**src/rtl/frame_bank_pkg.sv**
```systemverilog
// Shared types and constants for the triple-buffered frame bank scheduler.
package frame_bank_pkg;

  localparam int NUM_BANKS = 3;

  typedef logic [1:0] bank_t;

  localparam bank_t WR_BANK_RST  = 2'd0;
  localparam bank_t RD_BANK_RST  = 2'd1;
  localparam bank_t RDY_BANK_RST = 2'd2;

  typedef enum logic {
    WR_IDLE    = 1'b0,
    WR_WRITING = 1'b1
  } wr_state_e;

  function automatic logic [2:0] bank_onehot(input bank_t b);
    return 3'b001 << b;
  endfunction

endpackage

```
**src/rtl/sat_counter.sv**
```systemverilog
// Up-counter with increment enable that holds at all-ones instead of wrapping.
module sat_counter #(
  parameter int CNT_W = 16
) (
  input  logic             clk,
  input  logic             rst_n,
  input  logic             inc_en,
  output logic [CNT_W-1:0] count
);

  logic [CNT_W-1:0] cnt_q;
  logic [CNT_W-1:0] cnt_d;

  always_comb begin
    cnt_d = cnt_q;
    if (inc_en && (cnt_q != {CNT_W{1'b1}})) begin
      cnt_d = cnt_q + {{(CNT_W-1){1'b0}}, 1'b1};
    end
  end

  always_ff @(posedge clk or negedge rst_n) begin
    if (!rst_n) begin
      cnt_q <= '0;
    end else begin
      cnt_q <= cnt_d;
    end
  end

  assign count = cnt_q;

endmodule

```
**src/rtl/frame_bank_scheduler.sv**
```systemverilog
// Triple-buffer scheduler: capture writes one bank, display reads another,
// the third holds the most recent completed frame waiting to be shown.
//
// state      | meaning
// WR_IDLE    | capture between frames, writes gated off
// WR_WRITING | capture filling wr_bank
module frame_bank_scheduler
  import frame_bank_pkg::*;
#(
  parameter int CNT_W     = 16,
  parameter int NUM_BANKS = 3
) (
  input  logic             clk,
  input  logic             rst_n,
  input  logic             wr_frame_start,
  input  logic             wr_frame_done,
  input  logic             wr_en,
  input  logic             rd_frame_start,
  input  logic             freeze,
  output logic [1:0]       wr_bank,
  output logic [1:0]       rd_bank,
  output logic [2:0]       wr_en_bank,
  output logic             ready_valid,
  output logic             swap_pulse,
  output logic [CNT_W-1:0] frames_shown,
  output logic [CNT_W-1:0] frames_dropped
);

  if (NUM_BANKS != frame_bank_pkg::NUM_BANKS) begin : g_bad_num_banks
    $error("frame_bank_scheduler supports exactly three banks");
  end

  wr_state_e state_q, state_d;
  bank_t     wr_bank_q, wr_bank_d;
  bank_t     rd_bank_q, rd_bank_d;
  bank_t     rdy_bank_q, rdy_bank_d;
  logic      ready_valid_q, ready_valid_d;
  logic      swap_pulse_q, swap_pulse_d;
  logic      wr_accept;
  logic      rd_accept;
  logic      inc_shown;
  logic      inc_dropped;

  always_comb begin
    state_d       = state_q;
    wr_bank_d     = wr_bank_q;
    rd_bank_d     = rd_bank_q;
    rdy_bank_d    = rdy_bank_q;
    ready_valid_d = ready_valid_q;
    swap_pulse_d  = 1'b0;
    inc_shown     = 1'b0;
    inc_dropped   = 1'b0;

    wr_accept = (state_q == WR_WRITING) && wr_frame_done && !freeze;
    // A frame completing this same cycle is displayable immediately.
    rd_accept = rd_frame_start && (ready_valid_q || wr_accept);

    case (state_q)
      WR_IDLE:    if (wr_frame_start) state_d = WR_WRITING;
      WR_WRITING: if (wr_frame_done)  state_d = WR_IDLE;
      default:    state_d = WR_IDLE;
    endcase

    if (wr_accept) begin
      wr_bank_d     = rdy_bank_q;
      rdy_bank_d    = wr_bank_q;
      ready_valid_d = 1'b1;
      inc_dropped   = ready_valid_q;
    end

    // Read swap is layered on top of the write swap result.
    if (rd_accept) begin
      rd_bank_d     = rdy_bank_d;
      rdy_bank_d    = rd_bank_q;
      ready_valid_d = 1'b0;
      swap_pulse_d  = 1'b1;
      inc_shown     = 1'b1;
    end
  end

  always_ff @(posedge clk or negedge rst_n) begin
    if (!rst_n) begin
      state_q       <= WR_IDLE;
      wr_bank_q     <= WR_BANK_RST;
      rd_bank_q     <= RD_BANK_RST;
      rdy_bank_q    <= RDY_BANK_RST;
      ready_valid_q <= 1'b0;
      swap_pulse_q  <= 1'b0;
    end else begin
      state_q       <= state_d;
      wr_bank_q     <= wr_bank_d;
      rd_bank_q     <= rd_bank_d;
      rdy_bank_q    <= rdy_bank_d;
      ready_valid_q <= ready_valid_d;
      swap_pulse_q  <= swap_pulse_d;
    end
  end

  sat_counter #(.CNT_W(CNT_W)) u_shown (
    .clk    (clk),
    .rst_n  (rst_n),
    .inc_en (inc_shown),
    .count  (frames_shown)
  );

  sat_counter #(.CNT_W(CNT_W)) u_dropped (
    .clk    (clk),
    .rst_n  (rst_n),
    .inc_en (inc_dropped),
    .count  (frames_dropped)
  );

  assign wr_en_bank  = (state_q == WR_WRITING && wr_en) ? bank_onehot(wr_bank_q) : 3'b000;
  assign wr_bank     = wr_bank_q;
  assign rd_bank     = rd_bank_q;
  assign ready_valid = ready_valid_q;
  assign swap_pulse  = swap_pulse_q;

endmodule

```
**config.mk**
```make
export PLATFORM = sky130hd
export DESIGN_NAME = frame_bank_scheduler
export DESIGN_NICKNAME = d
export VERILOG_FILES = /design/src/rtl/frame_bank_pkg.sv /design/src/rtl/sat_counter.sv /design/src/rtl/frame_bank_scheduler.sv
export SDC_FILE = /design/constraint.sdc
export NUM_CORES = 1
export LEC_CHECK = 0
export BUFFER_PORTS_ARGS = -buffer_cell sky130_fd_sc_hd__clkbuf_2
export CORE_UTILIZATION = 50
export CTS_BUF_LIST = sky130_fd_sc_hd__clkbuf_4 sky130_fd_sc_hd__clkbuf_8
export CTS_CLUSTER_SIZE = 10
export DETAILED_ROUTE_END_ITERATION = 12
export HOLD_SLACK_MARGIN = 0.05
export PLACE_DENSITY = 0.72
export REMOVE_ABC_BUFFERS = 1
export SLEW_MARGIN = 10
export SYNTH_ARGS = -nofsm -noshare
export SYNTH_HDL_FRONTEND = slang
export SYNTH_SLANG_ARGS = --single-unit
```
**constraint.sdc**
```tcl
create_clock -name clk -period 3.5 [get_ports clk]
set_clock_uncertainty 0.05 [all_clocks]
set_input_delay 0 -clock clk [delete_from_list [all_inputs] [get_ports clk]]
set_output_delay 0 -clock clk [all_outputs]
set_load 0.02 [all_outputs]
```
-- Word level (Yosys, flattened, before mapping)
Index checks and enable logic that the tools add are counted.
W data, S select, Z words.
- register bits: 41
- $add $sub $neg: 2
- equal/unequal tests: 2
- shift operators: 1
- reductions and logical operators: 9
- bitwise gates (word level): 1
- mux-type cells: 10
- operators with widths (cell ; count):
    $add A16 B1 Y16 const B ; 2
    $ne A16 B16 Y1 const B ; 2
    $logic_and A1 B1 Y1 ; 6
    $mux W1 ; 6
    $mux W2 ; 2
    $mux W3 ; 1
    $shl A1 B2 Y3 const A ; 1
    $pmux W1 S2 ; 1
    $reduce_bool A2 Y1 ; 1
    $logic_not A1 Y1 ; 1
    $logic_or A1 B1 Y1 ; 1
    $not A1 Y1 ; 1

-- Depth between registers and ports, before layout
Gate-level depths: netlist of run 1.
- depth in word-level cells: 6
- depth in mapped cells: 6

-- By module
A second synthesis of run 1 with hierarchy kept.
- cell total of the unflattened synthesis: 191
- area total of the unflattened synthesis: 2182.1 µm²
- by module, submodules not included (module ; area each (µm²) ; sequential area each (µm²) ; cells an instance ; times used):
    sat_counter at u_dropped ; 884.6 ; 400.4 ; 77 ; 1
    sat_counter at u_shown ; 859.6 ; 400.4 ; 72 ; 1
    frame_bank_scheduler ; 437.9 ; 227.7 ; 42 ; 1

-- Worst setup path after synthesis of run 1
Ideal clock, no wire load.
- kind: register to register
- start point: register u_shown.cnt_q[0], in the netlist u_shown.count[0]
- end point: register u_shown.cnt_q[11], in the netlist u_shown.count[11]
- cell stages (with the launch flop): 7
- arrival: 1.778 ns
- period minus slack after synthesis: 1.966 ns
- setup time: 0.138 ns
- path slack: 1.534 ns
- cells stage by stage: dfrtp_1 > ha_1 > nand4_1 > nor4_1 > clkbuf_1 > nor4_1 > xor2_1
- cells in the longest elaborated chain, start to end: 2
- elaborated cells between the ends (all ways): 3
- classes of those cells: add/sub (1); eq/ne (1); reduce/logical (1)
- RTL lines (element ; line ; RTL):
    from (decl) ; sat_counter.sv:11 ; logic [CNT_W-1:0] cnt_q;
    from (signal assigned) ; sat_counter.sv:25 ; cnt_q <= cnt_d;
    parallel branches: the longest is 2 deep, another holds $add A16 B1 Y16 ; -- ;
Parallel ways; which one is timed is not known.
A chain may end at the register's enable or synchronous reset.

-- Worst setup path in the final report of run 1
- start point: register u_shown.cnt_q[0], in the netlist u_shown.count[0]
- end point: register u_shown.cnt_q[1], in the netlist u_shown.count[1]
Same word-level chain as after synthesis.

==> results by stage, run 1 <==
Global route:
- Across every metal layer, demand over resource in global routing totals 0.201.
- The initial antenna violation count is 0.
- Summed over all layers, the global routing overflow is 0.
- The layer with the highest usage is met2.
- In the global route stage, met1 resource usage came out at 0.261.
- For this run, global-route usage on met3 was measured as 0.0500.
- The first global-routing pass estimated ~6.3 mm of wire.
- The number of global-route vias before repair came to between 1000 and 1500.
- In the global route stage, met2 resource usage came out at 0.314.
- The maximum number of pins on one net before global-route repair is between 40 and 50.

Die:
- In this run the core area contains 22 standard-cell rows.
- The die width is 64.4 um.
- The die covers between 4000 and 5000 um^2.
- The floorplan step defined a core boundary enclosing between 3000 and 4000 um^2.
- In this run the vertical extent of the chip is approximately 64 um.
- The initial utilization of the core area, before any placement, comes to 0.527.
- The count of pins on the block boundary is 48.

Pwr:
- The switching fraction of total power is 0.329.
- The relative contribution of combinational cells to total power is 0.227.
- For this design the total switching power over the nets is between 400 and 500 uW.
- Of the total power, registers draw 0.523.
- For this design the ratio of total power to cell area is about 520 nW/um^2.
- The share of total power dissipated in the clock network is 0.250.
- In this run the static leakage power is roughly 1.2 nW.
- The worst-case IR drop observed on VDD is slightly above 0.4 mV.
- The internal power contribution is approximately 800 uW.

Timing:
- The transition at the pin with the smallest max-transition slack is between 0.9 and 1 ns.
- Setup repair after global routing left no endpoint under its margin.
- Timing would allow up to between 0.4 and 0.5 GHz.
- Setup violations remaining at the end of the flow were counted as 0.
- Headroom to the max-slew limit came out at 0.351.
- Hold is met by 0.187 ns.
- For the finished layout, the period the worst path requires is 2.14 ns.
- Dividing the final minimum period by the clock period gives 0.611.
- The number of hold violations in the final report is 0.
- The final setup TNS is 0 ns.
- The total count of max-transition violations in the final report was 0.

Finish:
- In the final layout, the share of cells above drive strength 1 is 0.292.
- The number of inserted filler cells in the final layout is 306.
- After routing the design area is 2360 um^2.
- For this run, the share of the core covered by cells in the final layout is 0.641.
- Summing all multi-input logic gate instances after layout gives roughly 900 um^2.
- The number of antenna diodes in the final layout is 0.
- The final cell count without fillers is 284.
- The most common cell after layout, fill and taps aside is sky130_fd_sc_hd__clkbuf_2.
- The library cells used most frequently in the layout, excluding fill and tap cells, are sky130_fd_sc_hd__clkbuf_2 (47), sky130_fd_sc_hd__dfrtp_1 (39), sky130_fd_sc_hd__xor2_1 (27), sky130_fd_sc_hd__nand2_1 (18), sky130_fd_sc_hd__nor4_1 (15).
- Relative to the synthesized area, the layout overhead comes to 21.5%.
- The post-layout net count is 244.
- In the final layout, flip-flops and latches occupy 1030 um^2.

Min path:
- The cell depth of the worst hold path is 4.
- The tightest min-delay check is of the input pin to flip-flop type.

Synthesis:
- The number of library cell types mapped by synthesis is 31.
- The number of synthesized register bits is between 40 and 50.
- The gate count of the mapped netlist is 180.
- Of the synthesized area, sequential elements account for 0.529.
- The mapped netlist covers around 1900 um^2.
- In this run the mean area of a mapped cell was 10.8 um^2.
- Yosys printed 0 warnings.
- Among all flip-flop cells after synthesis, the most frequent one is sky130_fd_sc_hd__dfrtp_1.
- In the synthesized netlist the async set-or-reset flop fraction comes to 1.00.
- The synthesized design contains 0 enable-type register cells.

Setup path:
- The buffer and inverter count on the worst path is 1.
- The longest individual stage delay on the worst path is approximately 0.57 ns.
- In this run the worst path has a maximum fanout of 9.
- The master of the slowest instance on the critical path is sky130_fd_sc_hd__nor4_1.
- The cell family contributing the most delay on the critical path is simple AND/OR/NAND/NOR gates.
- STA classifies the critical path endpoint as a flip-flop.
- For the worst setup path, the data arrival time is around 2.3 ns.
- Walking the worst path, the cells encountered are ha_1, nand4_1, nor4_1, buf_4, nor2_1, mux2_2.
- The critical path is of the flip-flop to flip-flop type.
- For the worst setup path, the data required time is roughly 3.6 ns.
- The cell depth of the worst flop-to-flop path is 6.
- The kind of launch point of the worst setup path is a flip-flop.
- The number of cells on the critical path is 6.

Routing:
- The first routing iteration left between 100 and 150 violations.
- After detailed routing, the number of remaining DRC violations is 0.
- The via count is approximately 1500.
- In this run the remaining antenna-violating nets after routing total 0.
- The via-per-instance ratio is roughly 5.4.
- The first detailed-routing pass took 4 iterations.
- Summed over all layers, the routed wires come to ~3.7 mm.
- The wire length per cell after detailed routing is approximately 13 um.

CTS:
- At the later pin of the worst-skew pair, clock insertion delay measures 0.29 ns.
- The total clock buffers created by CTS is 5.
- CTS saw between 40 and 50 sinks.
- The number of post-CTS setup repair buffers is 0.
- The number of buffers on the longest clock path is 2.
- The H-tree depth is 2.
- The clock tree from TritonCTS is done.
- The number of gates resized after CTS is 0.
- In this run the clock root is driven by a sky130_fd_sc_hd__clkbuf_8.
- Clock-pin slew was measured on the worst setup and hold paths at 0.07 ns.

Placement:
- The area of placed instances is around 2200 um^2.
- Port buffering added between 40 and 50 buffers.
- The HPWL reported at the end of detailed placement is 2.59 mm.
- Counting tap cells, the placed design contains a total of about 270 instances.
- Routability-driven placement finished with a final weighted congestion of 0.813.

Status:
- The flow ran to the end, and the final reports show no timing, DRC or antenna violations.

Job:
- The max-capacitance violation count is 0.
==> cells by family (layout without fill, tap and decap cells) <==
family                   Yosys count  in the layout  share of synthesized area
XOR/XNOR                          29             29                      0.131
AO/OA/AOI/OAI                      8              8                     0.0251
multiplexers                       8              8                     0.0444
buffers and inverters              8             64                     0.0161
AND/OR/NAND/NOR                   84             84                      0.242
flip-flops                        41             41                      0.529
adder cells (fa/ha/maj)            2              2                     0.0129
==> power by group through the flow <==
stage | logic (mW) | registers (mW) | clock network (mW)
2_1_floorplan | 0.105 | 0.707 | 0
3_3_place_gp | 0.274 | 0.642 | 0
3_5_place_dp | 0.276 | 0.645 | 0
4_1_cts | 0.282 | 0.637 | 0.322
5_1_grt | 0.303 | 0.651 | 0.342
6_report | 0.278 | 0.639 | 0.305
==> worst min-delay path, delay by kind of cell <==
family / cells / cell delay, ns
buffers and inverters: 1 / 0.08
AND/OR/NAND/NOR: 3 / 0.41
==> through the flow <==
step	total power, mW	setup WS [ns]
floorplan	0.811	1.01
global placement	0.916	1.41
detailed placement	0.921	1.41
CTS	1.24	1.40
global route	1.30	1.19
finish	1.22	1.36
==> repair_timing <==
item | in CTS | in global routing
hold endpoints to repair | 41 | 0
hold buffers | 4 | 0
endpoints found under the setup margin | 0 | 0
==> path summary, 6_finish.rpt <==
kind | slack [ns] | from | end
worst min register to register | 0.45 | rd_bank[0] | rd_bank[0]
worst min-delay path | 0.19 | freeze | ready_valid
max in group asynchronous | 2.45 | rst_n | u_dropped.count[14]
min in group asynchronous | 0.34 | rst_n | u_dropped.count[6]
worst max register to register | 1.36 | u_shown.count[0] | u_shown.count[1]
worst max-delay path | 1.36 | u_shown.count[0] | u_shown.count[1]
==> layer usage <==
layer	share of wire	up-vias	wire length, um
met1	0.48	715	1760
met2	0.45	52	1640
met3	0.054	8	199
met5	0	-	0
li1	-	758	-
met4	0.021	0	77
==> flip-flops by register name, indices dropped and copies added, names as in the netlist <==
register	flops
ready_valid	1
wr_bank	2
u_shown.count	16
rd_bank	2
state_q	1
u_dropped.count	16
rdy_bank_q	2
swap_pulse	1
==> layout make-up <==
type	instances	area share
Inverter	3	0.00476
Timing Repair Buffer	53	0.123
Sequential cell	41	0.435
Tap cell	48	0.0254
Clock buffer	7	0.0354
Clock inverter	1	0.00212
Multi-Input combinational cell	131	0.375
==> cell usage after synthesis (2+ instances only) <==
cell type                  instances  area, um^2
sky130_fd_sc_hd__a21oi_1           2        10.0
sky130_fd_sc_hd__clkbuf_1          4        15.0
sky130_fd_sc_hd__dfrtp_1          39         976
sky130_fd_sc_hd__dfstp_2           2        52.6
sky130_fd_sc_hd__ha_1              2        25.0
sky130_fd_sc_hd__inv_1             3        11.3
sky130_fd_sc_hd__mux2_2            5        56.3
sky130_fd_sc_hd__mux2i_1           3        30.0
sky130_fd_sc_hd__nand2_1          18        67.6
sky130_fd_sc_hd__nand3_1           7        35.0
sky130_fd_sc_hd__nand4_1          10        62.6
sky130_fd_sc_hd__nor2_1            9        33.8
sky130_fd_sc_hd__nor3_1           10        50.1
sky130_fd_sc_hd__nor3b_1           5        37.5
sky130_fd_sc_hd__nor4_1           15        93.8
sky130_fd_sc_hd__o21ai_0           2        10.0
sky130_fd_sc_hd__or2_2             2        12.5
sky130_fd_sc_hd__or3_1             2        12.5
sky130_fd_sc_hd__xnor2_1           2        17.5
sky130_fd_sc_hd__xor2_1           27         236
Note: power is estimated with default switching activity, not from simulation.
==> inputs of run 2 (changes only) <==
==> constraint.sdc (replaced) <==
create_clock -name clk -period 2.2 [get_ports clk]
set_clock_uncertainty 0.05 [all_clocks]
set_input_delay 0 -clock clk [delete_from_list [all_inputs] [get_ports clk]]
set_output_delay 0 -clock clk [all_outputs]
set_load 0.02 [all_outputs]
==> run 2 against run 1 <==
Via count grew 1.6%. Highest routed layer unchanged. Core utilization rose by 1.6 points. Critical endpoint unchanged. Final cell count grew 2.1%.
==> results by stage, run 2 (synthesis results as in run 1) <==
Die:
- The die outline area is just over 4000 um^2.
- The initial core utilization is 0.527.
- The count of pins on the block boundary is 48.
- The die width is between 60 and 70 um.
- The floorplan step set the die height to 64.4 um.
- The number of placement rows is 22.
- The total area inside the core boundary comes to about 3700 um^2.

CTS:
- After clock tree synthesis, the clock-pin slew on the worst setup and hold paths is about 0.080 ns.
- Buffers inserted during clock tree synthesis total 5.
- The latest clock arrival within the worst-skew pair is just under 0.3 ns.
- For this design, the sink count on the clock tree is 41.
- Hold repair after CTS inserted 4 buffers.
- The number of buffers on the longest clock path is 2.
- Post-CTS timing repair inserted 0 buffers for setup.
- The clock tree from TritonCTS is done.
- The H-tree depth is 2.
- After clock tree synthesis, the repair step resized 0 gates.
- The cell sitting at the root of the clock tree is a sky130_fd_sc_hd__clkbuf_8.

Setup path:
- The longest individual stage delay on the worst path is ~0.41 ns.
- Along the worst path, the maximum fanout reaches 6.
- The worst setup path is launched from a flip-flop.
- The critical path class is flip-flop to flip-flop.
- The destination of the worst register-to-register timing path is u_shown.count[1].
- Traced cell by cell, the critical path runs through ha_1, nand4_1, nor4_1, buf_4, nor2_1, mux2_2.
- The origin of the worst setup path is u_shown.count[0].
- The startpoint of the worst register-to-register path is u_shown.count[0].
- The required arrival time at the worst endpoint is about 2.3 ns.
- STA classifies the critical path endpoint as a flip-flop.
- Across all register-to-register paths, the minimum setup slack is 0.30 ns.
- The arrival time reported for the critical path endpoint is between 2 and 2.5 ns.
- The cell depth of the worst flop-to-flop path is 6.
- The slowest stage of the critical path belongs to the cell sky130_fd_sc_hd__dfrtp_1.

Timing:
- The number of hold violations in the final report was 0.
- Setup violations remaining at the end of the flow were counted as 0.
- The post-layout minimum cycle time is 1.90 ns.
- Setup repair after global routing left no endpoint under its margin.
- The final-layout worst hold slack is 0.231 ns.
- The worst pin sits at a relative slew slack of 0.669.
- The final worst-path cycle share is 0.862.
- At the pin with the least slew margin, the transition time is ~0.48 ns.
- The total count of max-transition violations in the final report is 0.
- The achievable clock frequency is between 0.5 and 0.6 GHz.
- The final worst setup slack is slightly above 0.3 ns.

Global route:
- The initial antenna violation count came to 0.
- Entering global routing, the biggest net connects 42 pins.
- The total global routing track utilization is 0.196.
- The wire length of the first global-routing pass is 6.26 mm.
- The overall overflow remaining after global route is 0.
- The number of global-route vias before repair is 1414.

Routing:
- The number of design rule violations left after detail routing is 0.
- In this run the top signal layer used is met4.
- The via count is roughly 1600.
- After detailed routing, the met2 layer carries around 1.7 mm of wire.
- The via-per-instance ratio is ~5.4.
- The detailed router finished its first iteration with just under 60 violations.
- The wire length per cell after detailed routing is approximately 13 um.
- Detailed routing placed a total of 188 um of wire on met3.
- In the final routing, the length of wire on met1 measures ~1.7 mm.
- The post-detailed-routing wire length is roughly 3.7 mm.
- The pre-antenna-repair detailed-routing pass consisted of 4 iterations.
- The post-route antenna net violation count is 0.

Finish:
- The number of inserted filler cells in the final layout is a little over 300.
- From synthesis to final layout, the design area changed by 24.5%.
- Of the cells placed in the final design, the portion with a size suffix greater than 1 is 0.310.
- The number of antenna diodes in the final layout is 0.
- The post-layout net count is 250.
- In the final layout, the multi-input gates occupy slightly below 900 um^2.
- The library cell used most frequently in the layout, excluding fill and tap cells, is sky130_fd_sc_hd__clkbuf_2.
- Summing all flip-flop and latch instances after layout gives about 1000 um^2.
- Leaving out fill and tap cells, the most frequent cells in the layout are sky130_fd_sc_hd__clkbuf_2 (47), sky130_fd_sc_hd__dfrtp_1 (39), sky130_fd_sc_hd__xor2_1 (27), sky130_fd_sc_hd__nand2_1 (18), sky130_fd_sc_hd__nor4_1 (15).

Placement:
- Prior to clock tree synthesis, the placed netlist has a worst setup slack of a little over 0.3 ns.
- Detailed placement ended at an HPWL of 2.66 mm.
- Input and output buffers added on the ports amount to between 40 and 50.
- Routability-driven placement finished with a final weighted congestion of 0.832.

Min path:
- Counting instances, the worst hold path has a depth of 5.
- The worst-case hold path end point is ready_valid.
- The tightest min-delay check is of the input pin to flip-flop type.
- The startpoint identified for the worst hold timing path is freeze.

Status:
- The flow ran to the end, and the final reports show no timing, DRC or antenna violations.

Pwr:
- The worst-case IR drop observed on VDD is 0.542 mV.
- Summed over all cells, the static leakage comes to ~1.3 nW.
- Power spread over the standard cell area amounts to 820 nW/um^2.

Job:
- Across the run, the number of max-cap violations was 0.
==> run 2: where the power goes <==
part	total (mW)	switching [mW]	internal (mW)
sequential	1.01	0.129	0.881
combinational	0.442	0.265	0.178
clock	0.534	0.251	0.283
total	1.99	0.645	1.34
==> run 2: metrics by stage <==
stage,setup TNS [ns],util,cells,instance area (um^2),power [mW]
after floorplan,-2.18,-,175,1930,1.29
after global placement,0,0.618,278,2280,1.46
after detailed placement,0,0.618,278,2280,1.47
after CTS,0,0.657,290,2420,2.01
after global routing,0,0.657,290,2420,2.11
final,0,0.657,290,2420,1.99
==> run 2: cell type report <==
| cell class | instances | area share |
|---|---|---|
| flip-flops and latches | 41 | 0.425 |
| multi-input cells | 131 | 0.366 |
| repair buffers | 59 | 0.138 |
| clock buffers | 7 | 0.0398 |
| well taps | 48 | 0.0248 |
| inverters | 3 | 0.00465 |
| clock inverters | 1 | 0.00207 |
==> run 2: how the worst max path moves through the flow <==
stage                                  end  cells past startpoint
after floorplan           u_shown.count[1]                      5
after global placement    u_shown.count[1]                      6
after detailed placement  u_shown.count[1]                      6
after global routing      u_shown.count[1]                      6
final                     u_shown.count[1]                      6
after CTS                 u_shown.count[1]                      6
==> run 2: critical path, delay by kind of cell, from the launching register on <==
kind | cells | cell delay, ns
adders and majority gates | 1 | 0.22
buffers and inverters | 1 | 0.21
DFF | 1 | 0.41
muxes | 1 | 0.28
and+or+nand+nor | 3 | 0.61
==> run 2: metal layers <==
| metal | up-vias | global-route usage |
|---|---|---|
| li1 | 773 | - |
| met1 | 733 | 0.256 |
| met2 | 43 | 0.305 |
| met3 | 8 | 0.0554 |
| met4 | 0 | 0.0750 |
| met5 | - | 0 |
